==> src/rtl/radix4_ifft_pkg.sv <==
// radix4_pkg: shared default width, FSM state encoding and bin-slice offsets for radix4_ifft.
package radix4_pkg;
    localparam int W_DEF = 3;
    localparam int N_BINS = 4;
    typedef enum logic [1:0] {IDLE, BFLY1, BFLY2, OUT} state_t;
    function automatic int bin_off(input int k, input int w);
        return k * w;
    endfunction
endpackage

==> src/rtl/radix4_ifft_if.sv <==
// radix4_ifft_if: frame-in / sample-out stream bundle for radix4_ifft.
interface radix4_ifft_if #(parameter int W = radix4_pkg::W_DEF);
    logic                in_valid;
    logic                in_ready;
    logic [4*W-1:0]      in_real;
    logic [4*W-1:0]      in_imag;
    logic                out_valid;
    logic                out_ready;
    logic signed [W+1:0] out_real;
    logic signed [W+1:0] out_imag;
    logic [1:0]          out_idx;
    logic                out_last;
    modport slave (input in_valid, in_real, in_imag, out_ready,
                   output in_ready, out_valid, out_real, out_imag, out_idx, out_last);
    modport master (output in_valid, in_real, in_imag, out_ready,
                    input in_ready, out_valid, out_real, out_imag, out_idx, out_last);
endinterface

==> src/rtl/radix4_ifft_bfly.sv <==
// radix4_bfly: combinational complex sum/difference pair, one bit of growth.
module radix4_bfly #(parameter int IW = 3) (
    input  logic signed [IW-1:0] ar_i,
    input  logic signed [IW-1:0] ai_i,
    input  logic signed [IW-1:0] br_i,
    input  logic signed [IW-1:0] bi_i,
    output logic signed [IW:0]   sr_o,
    output logic signed [IW:0]   si_o,
    output logic signed [IW:0]   dr_o,
    output logic signed [IW:0]   di_o
);
    assign sr_o = {ar_i[IW-1], ar_i} + {br_i[IW-1], br_i};
    assign si_o = {ai_i[IW-1], ai_i} + {bi_i[IW-1], bi_i};
    assign dr_o = {ar_i[IW-1], ar_i} - {br_i[IW-1], br_i};
    assign di_o = {ai_i[IW-1], ai_i} - {bi_i[IW-1], bi_i};
endmodule

==> src/rtl/radix4_ifft.sv <==
// radix4_ifft: 4-point inverse DFT, two registered butterfly stages then a 4-beat output sequencer.
// Define RADIX4_IFFT_SCALE_EN to apply rounded 1/4 normalisation inside the stage-2 register.
module radix4_ifft
    import radix4_pkg::*;
#(parameter int W = W_DEF) (
    input logic          clk,
    input logic          rst,
    radix4_ifft_if.slave io
);
    localparam int O0 = bin_off(0, W);
    localparam int O1 = bin_off(1, W);
    localparam int O2 = bin_off(2, W);
    localparam int O3 = bin_off(3, W);

    state_t              state_q, state_d;
    logic [1:0]          idx_q, idx_d;
    logic [4*W-1:0]      xr_q, xi_q;
    logic signed [W:0]   a_re, a_im, b_re, b_im, c_re, c_im, d_re, d_im;
    logic signed [W:0]   a_re_q, a_im_q, b_re_q, b_im_q, c_re_q, c_im_q, d_re_q, d_im_q;
    logic signed [W:0]   nd_im;
    logic signed [W+1:0] y_re [N_BINS];
    logic signed [W+1:0] y_im [N_BINS];
    logic [3:0][W+1:0]   yr_q, yi_q;

    function automatic logic signed [W+1:0] scale(input logic signed [W+1:0] v);
`ifdef RADIX4_IFFT_SCALE_EN
        return (v + (W+2)'(2)) >>> 2;
`else
        return v;
`endif
    endfunction

    radix4_bfly #(.IW(W)) u_s1_ac (
        .ar_i(xr_q[O0 +: W]), .ai_i(xi_q[O0 +: W]), .br_i(xr_q[O2 +: W]), .bi_i(xi_q[O2 +: W]),
        .sr_o(a_re), .si_o(a_im), .dr_o(b_re), .di_o(b_im));
    radix4_bfly #(.IW(W)) u_s1_bd (
        .ar_i(xr_q[O1 +: W]), .ai_i(xi_q[O1 +: W]), .br_i(xr_q[O3 +: W]), .bi_i(xi_q[O3 +: W]),
        .sr_o(c_re), .si_o(c_im), .dr_o(d_re), .di_o(d_im));

    // Second operand of the odd pair is d rotated by +j: (-di, dr).
    assign nd_im = -d_im_q;

    radix4_bfly #(.IW(W+1)) u_s2_ac (
        .ar_i(a_re_q), .ai_i(a_im_q), .br_i(c_re_q), .bi_i(c_im_q),
        .sr_o(y_re[0]), .si_o(y_im[0]), .dr_o(y_re[2]), .di_o(y_im[2]));
    radix4_bfly #(.IW(W+1)) u_s2_bd (
        .ar_i(b_re_q), .ai_i(b_im_q), .br_i(nd_im), .bi_i(d_re_q),
        .sr_o(y_re[1]), .si_o(y_im[1]), .dr_o(y_re[3]), .di_o(y_im[3]));

    always_comb begin
        state_d = state_q;
        idx_d   = idx_q;
        case (state_q)
            IDLE:    state_d = io.in_valid ? BFLY1 : IDLE;
            BFLY1:   state_d = BFLY2;
            BFLY2: begin
                state_d = OUT;
                idx_d   = '0;
            end
            OUT: if (io.out_ready) begin
                idx_d   = idx_q + 2'd1;
                state_d = (idx_q == 2'd3) ? IDLE : OUT;
            end
            default: state_d = IDLE;
        endcase
    end

    always_ff @(posedge clk) begin
        if (rst) begin
            state_q <= IDLE;
            idx_q   <= '0;
            xr_q    <= '0;
            xi_q    <= '0;
            a_re_q  <= '0;
            a_im_q  <= '0;
            b_re_q  <= '0;
            b_im_q  <= '0;
            c_re_q  <= '0;
            c_im_q  <= '0;
            d_re_q  <= '0;
            d_im_q  <= '0;
            yr_q    <= '0;
            yi_q    <= '0;
        end else begin
            state_q <= state_d;
            idx_q   <= idx_d;
            if (state_q == IDLE && io.in_valid) begin
                xr_q <= io.in_real;
                xi_q <= io.in_imag;
            end
            if (state_q == BFLY1) begin
                a_re_q <= a_re;
                a_im_q <= a_im;
                b_re_q <= b_re;
                b_im_q <= b_im;
                c_re_q <= c_re;
                c_im_q <= c_im;
                d_re_q <= d_re;
                d_im_q <= d_im;
            end
            if (state_q == BFLY2)
                for (int k = 0; k < N_BINS; k++) begin
                    yr_q[k] <= scale(y_re[k]);
                    yi_q[k] <= scale(y_im[k]);
                end
        end
    end

    // Sample registers are stable through OUT, so the idx mux holds under backpressure.
    assign io.in_ready  = (state_q == IDLE);
    assign io.out_valid = (state_q == OUT);
    assign io.out_real  = yr_q[idx_q];
    assign io.out_imag  = yi_q[idx_q];
    assign io.out_idx   = idx_q;
    assign io.out_last  = (idx_q == 2'd3);
endmodule

==> src/flat_wrapper.sv <==
// flat-port wrapper written by rule: the top's interface ports become plain ports
module radix4_ifft_flat import radix4_pkg::*;
#(parameter int W = W_DEF)
  (clk, rst, io_in_valid, io_in_real, io_in_imag, io_out_ready, io_in_ready, io_out_valid, io_out_real, io_out_imag, io_out_idx, io_out_last);
  radix4_ifft_if #(.W(W)) io_i ();
  input logic clk;
  input logic rst;
  input wire logic [$bits(io_i.in_valid)-1:0] io_in_valid;
  input wire logic [$bits(io_i.in_real)-1:0] io_in_real;
  input wire logic [$bits(io_i.in_imag)-1:0] io_in_imag;
  input wire logic [$bits(io_i.out_ready)-1:0] io_out_ready;
  output wire logic [$bits(io_i.in_ready)-1:0] io_in_ready;
  output wire logic [$bits(io_i.out_valid)-1:0] io_out_valid;
  output wire logic [$bits(io_i.out_real)-1:0] io_out_real;
  output wire logic [$bits(io_i.out_imag)-1:0] io_out_imag;
  output wire logic [$bits(io_i.out_idx)-1:0] io_out_idx;
  output wire logic [$bits(io_i.out_last)-1:0] io_out_last;
  assign io_i.in_valid = io_in_valid;
  assign io_i.in_real = io_in_real;
  assign io_i.in_imag = io_in_imag;
  assign io_i.out_ready = io_out_ready;
  assign io_in_ready = io_i.in_ready;
  assign io_out_valid = io_i.out_valid;
  assign io_out_real = io_i.out_real;
  assign io_out_imag = io_i.out_imag;
  assign io_out_idx = io_i.out_idx;
  assign io_out_last = io_i.out_last;
  radix4_ifft #(.W(W)) u_core (.clk(clk), .rst(rst), .io(io_i));
endmodule
==> config.mk <==
export PLATFORM = sky130hd
export DESIGN_NAME = radix4_ifft_flat
export DESIGN_NICKNAME = d
export VERILOG_FILES = /design/src/rtl/radix4_ifft_pkg.sv /design/src/rtl/radix4_ifft_if.sv /design/src/rtl/radix4_ifft_bfly.sv /design/src/rtl/radix4_ifft.sv /design/src/flat_wrapper.sv
export SDC_FILE = /design/constraint.sdc
export NUM_CORES = 1
export LEC_CHECK = 0
export CAP_MARGIN = 20
export CORE_ASPECT_RATIO = 1.1
export CORE_UTILIZATION = 43
export DETAILED_ROUTE_END_ITERATION = 10
export DONT_BUFFER_PORTS = 1
export PLACE_DENSITY = 0.63
export SYNTH_ARGS = -nofsm -noshare
export SYNTH_HDL_FRONTEND = slang
export SYNTH_HIERARCHICAL = 1
export SYNTH_SLANG_ARGS = --single-unit
==> constraint.sdc <==
create_clock -name clk -period 2.1 [get_ports clk]
set_input_delay 0.42 -clock clk [delete_from_list [all_inputs] [get_ports clk]]
set_output_delay 0.42 -clock clk [all_outputs]
set_load 0.01 [all_outputs]
# After elaboration in Yosys (flattened, before gate mapping)
# Index checks and enable logic that the tools add are counted.
# W data, S select, Z words.
classes:
  n_eq_ne: 5
  reduce_logical: 4
  n_lt_le_gt_ge: 1
  muxes: 10
  n_addsub: 18
ops:
  columns: ["operator", "n"]
  rows:
  - ["$add A4 B4 Y5", 4]
  - ["$bmux W5 S2", 2]
  - ["$sub A4 B4 Y5", 4]
  - ["$add A3 B3 Y4", 4]
  - ["$sub A3 B3 Y4", 4]
  - ["$mux W5", 2]
  - ["$pmux W2 S4", 1]
  - ["$eq A2 B2 Y1 const B", 3]
  - ["$mux W2", 3]
  - ["$neg A4 Y4", 1]
  - ["$pmux W2 S2", 1]
  - ["$lt A2 B3 Y1 const B", 1]
  - ["$add A2 B1 Y2 const B", 1]
  - ["$eq A2 B1 Y1 const B", 1]
  - ["$logic_not A2 Y1", 1]
  - ["$ne A2 B2 Y1 const B", 1]
  - ["$reduce_and A2 Y1", 1]
  - ["$reduce_bool A2 Y1", 1]
  - ["$logic_and A1 B1 Y1", 1]
  - ["$mux W1", 1]
totals:
  inputBits: 28
  ff_bits: 100
  wordCells: 58
  output_inout_bits: 15

# Longest topological paths before layout
depth:
  ltp_word: 4
  mapped_depth: 11
  depth_no_buf: 10

# Cells and area by module
# Netlist, hierarchy kept.
by_module_without_submodules:
  columns: ["mod", "instances", "seq_area_each_um2", "area_per_inst_um2", "cells_each"]
  rows:
  - ["radix4_ifft", 1, 2001.9, 3792.4, 462]
  - ["radix4_bfly (u_core.u_s1_ac ...)", 2, 0.0, 429.2, 51]
  - ["radix4_bfly (u_core.u_s2_ac)", 1, 0.0, 605.6, 74]
  - ["radix4_bfly (u_core.u_s2_bd)", 1, 0.0, 604.3, 72]

# Worst setup path before layout
# No wires, ideal clock.
synth_path:
  path_type: "register to register"
  startpoint: "reg u_core.d_im_q[0]"
  endpoint: "reg u_core/yr_q[8] (netlist bit)"
  path_stages_with_launch: 12
  period_less_slack_ns: 1.899
  path_buffers: 1
  setup_time_ns: 0.070
  t_required_ns: 2.030
  path_slack_ns: 0.201
  arrival_time_ns: 1.828
  cell_sequence: "dfxtp_1 > inv_1 > ha_1 > xnor2_1 > inv_1 > ha_1 > buf_4 > inv_1 > a221oi_2 > xor2_1 > nand2_1 > a21oi_1"
synth_lines:
  columns: ["item", "line_no", "rtl"]
  rows:
  - ["start, declared", "radix4_ifft.sv:19", "logic signed [W:0] a_re_q, a_im_q, b_re_q, b_im_q, c_re_q, c_im_q, d_re_q, d_im_q;"]
  - ["start signal, assigned", "radix4_ifft.sv:99", "d_im_q <= d_im;"]
  - ["end signal, assigned by index", "radix4_ifft.sv:103", "yr_q[k] <= scale(y_re[k]);"]
  - ["end, declared", "radix4_ifft.sv:23", "logic [3:0][W+1:0] yr_q, yi_q;"]

==> key figures <==
Layout
  • Final core utilization: 46.9%
  • Non-filler instance count after layout: 872
  • Most common cell after layout, fill and taps aside: nand2_1
  • Seq. cell area: 2000 sq um
  • Area of the multi-input gates: 3330 sq um
  • Diode count: 0
  • Most frequent cells in the layout: nand2_1 (201), a21oi_1 (102), dfxtp_1 (99)
  • Final instance area: 6230 sq um
  • Synth-to-Final Area Change: 6.26%
  • Fillers: 1307
  • Fin nets: 785
  • Ratio of cells with drive above 1 in the final layout: 7.85%

Status
  • Status: complete, no violations

Route
  • DR WL/cell: 12.9 microns
  • Initial DRC count: 192
  • Vias: 4244
  • DRC errors left: 0
  • TritonRoute pass-1 iters: 4
  • DRT Wirelength: 11.2 mm
  • Via density: 4.87
  • Post-DRT Antenna Nets: 0

Power and ir drop
  • Peak supply drop: 421 uV
  • Leak: 2.48 nW
  • Pwr Density: 740 nW/um^2
  • Total power: 4.61 mW

Synthesis
  • Synthesis-stage register bit count: 100
  • Cell area after technology mapping: 5860 sq um
  • Synth Net Count: 812
  • Synthesized area per cell: 8.25 sq um
  • Warnings, synthesis: 6
  • Number of distinct library cells after synthesis: 37
  • Mapped Cells: 710
  • Sequential share of the synthesized area: 34.2%

STA
  • Slew Viols, Final: 0
  • Final hold vios: 0
  • Fin crit period: 1.97 ns
  • Crit share post-route: 93.7%
  • Hold_ws: 0.139 ns
  • Slew margin rel.: 47.8%
  • Max Clk Rate: 0.508 GHz
  • Worst slew pin tran: 0.784 ns
  • Clk_skew: 0.0100 ns
  • RSZ-0062 raised after global routing: false
  • Final worst setup slack: 0.133 ns
  • Setup_tns: 0 ns
  • Endpoints failing setup: 0

Worst setup path
  • Reg-to-reg endpoint: u_core/yr_q[19]
  • Peak per-stage delay on the critical path: 0.44 ns
  • R2R Setup Slk: 0.13 ns
  • Crit path max fanout: 5
  • Top delay family on crit path: adder cells
  • CP Launch Point: u_core/d_im_q[0]
  • CP Launch Type: flip-flop
  • Worst EP arrival: 2.26 ns
  • WP data required: 2.39 ns
  • CP bufs+invs: 2
  • R2R depth: 8
  • Crit-path most repeated cell: inv_1
  • FF-to-FF Start: u_core/d_im_q[0]
  • Worst setup path endpoint: u_core/yr_q[19]
  • CP Cell Sequence: inv_1, ha_1, inv_1, fa_1, a211oi_1, mux2_2, nand2_1, a21oi_1
  • WP depth: 8
  • Crit end category: flip-flop
  • Slowest CP cell: fa_1
  • WS Path Type: reg -> reg

CTS
  • Cts repair resizes: 0
  • H-tree depth: 3
  • Clock-pin slew on the worst setup and hold paths: 0.07 ns
  • Post-CTS setup buffer count: 0
  • Max clock buf depth: 2
  • Root buf cell: clkbuf_16
  • Hold-fix buffers, CTS: 0
  • CTS Buf Count: 9
  • Sink Count: 100
  • CTS tree: built
  • Clock Latency Late Sink: 0.35 ns

GRT
  • First-pass GRT wire length: 19.3 mm
  • Grt total ovfl: 0
  • Initial antenna violation count: 0
  • Pin count of the biggest net entering global routing: 101
  • Vias in the first global route: 4206
  • GRT Util Overall: 17.0%

Floorplanning
  • Die X: 113 microns
  • Vert. Die Dim: 124 microns
  • I/O Pins: 43
  • # rows: 44
  • Core Area: 13300 sq um
  • Die footprint: 14100 sq um
  • Initial Util: 44.2%

Placed design
  • # placed instances: 856
  • HPWL after detailed placement: 8.34 mm
  • IO Port Bufs: 0
  • Setup WS pre-CTS: 0.0253 ns
  • GPL Wtd Cong: 0.783
  • Placed instance area: 5890 sq um

Min path
  • Hold WC Path Type: in -> reg

Run
  • Max Cap Viol: 0
==> layer usage <==
metal | routed length, microns | vias up | track usage [%]
met4 | 108 | 0 | 6.35
met3 | 528 | 7 | 4.09
met2 | 5040 | 78 | 26.7
met5 | 0 | - | 0
met1 | 5530 | 1937 | 22.7
li1 | - | 2222 | -
==> final cells by class <==
type	count	area share (%)
clock buffers	10	3.84
clock inverters	6	1.41
inverters	67	4.04
multi-input cells	494	53.5
flip-flops and latches	100	32.2
well taps	184	3.70
repair buffers	11	1.33
==> cells in the mapped netlist <==
library cell    n  area share [%]
buf_2          13             1.1
a221oi_2        3            0.77
o21ai_0         6            0.51
o31ai_1         2            0.26
or2_2           2            0.21
nor2_1          6            0.38
ha_1           58              12
buf_1           1           0.064
and2_1          1            0.11
nor2b_4         2            0.47
o22ai_1         4            0.43
buf_6           5            0.96
nor3b_2         1            0.21
nand3b_1        2            0.26
nand3_1         5            0.43
inv_1          67             4.3
nor3_1         11            0.94
a211oi_1        1            0.13
fa_1           16             5.5
or3b_1          3            0.45
and2b_1         2            0.26
nand2_1       201              13
a22o_2          2            0.34
xor2_1         12             1.8
nand2b_1        7            0.75
a31o_2          2            0.30
clkbuf_1       17             1.1
nor2b_1        11             1.2
dfxtp_1       100              34
mux2_2          1            0.19
a22o_1          2            0.30
buf_4          13             1.7
xnor2_1        14             2.1
a21oi_1       102             8.7
nor3b_1         3            0.38
mux4_2         10             3.8
or2b_1          2            0.26
==> logic make-up after synthesis <==
logic type | after synthesis | synth area share [%]
adder cells (fa/ha/maj) | 74 | 17.8
XOR/XNOR | 26 | 3.89
flip-flops | 100 | 34.2
AND/OR/NAND/NOR | 259 | 19.2
AO/OA/AOI/OAI | 124 | 11.7
buffers and inverters | 116 | 9.18
multiplexers | 11 | 4.04
==> worst register-to-register path, delay by kind of cell, from the launching register on <==
kind / cells / cell delay [ns]
compound gates: 2 / 0.39
flops: 1 / 0.36
mux: 1 / 0.19
buf+inv: 2 / 0.14
simple gates: 1 / 0.04
fa+ha+maj: 2 / 0.77
==> registers in the layout, summed over array words and instances, names as in the netlist <==
signal and flops:
u_core/yi_q 20, u_core/yr_q 20, u_core/xi_q 12, u_core/xr_q 12
u_core/a_im_q 4, u_core/a_re_q 4, u_core/b_im_q 4, u_core/b_re_q 4
u_core/c_im_q 4, u_core/c_re_q 4, u_core/d_im_q 4, u_core/d_re_q 4
u_core/io.out_idx 2, u_core/state_q 2
==> worst min path at each step <==
stage	start	end	slack [ns]	cells past startpoint
2_1_floorplan	u_core/yi_q[10]	u_core/yi_q[10]	0.43	2
3_3_place_gp	u_core/yi_q[10]	u_core/yi_q[10]	0.44	2
3_5_place_dp	u_core/yr_q[16]	u_core/yr_q[16]	0.44	2
4_1_cts	rst	u_core/yr_q[15]	0.12	1
5_1_grt	rst	u_core/yr_q[5]	0.12	1
6_report	rst	u_core/io.out_idx[0]	0.14	1
==> power breakdown <==
group / internal (mW) / leakage (nW) / switching [mW]
sequential: 1.99 / 0.812 / 0.0873
clock: 1.08 / 0.162 / 0.718
combinational: 0.326 / 1.50 / 0.412
Power figures use the tool's default switching activity.
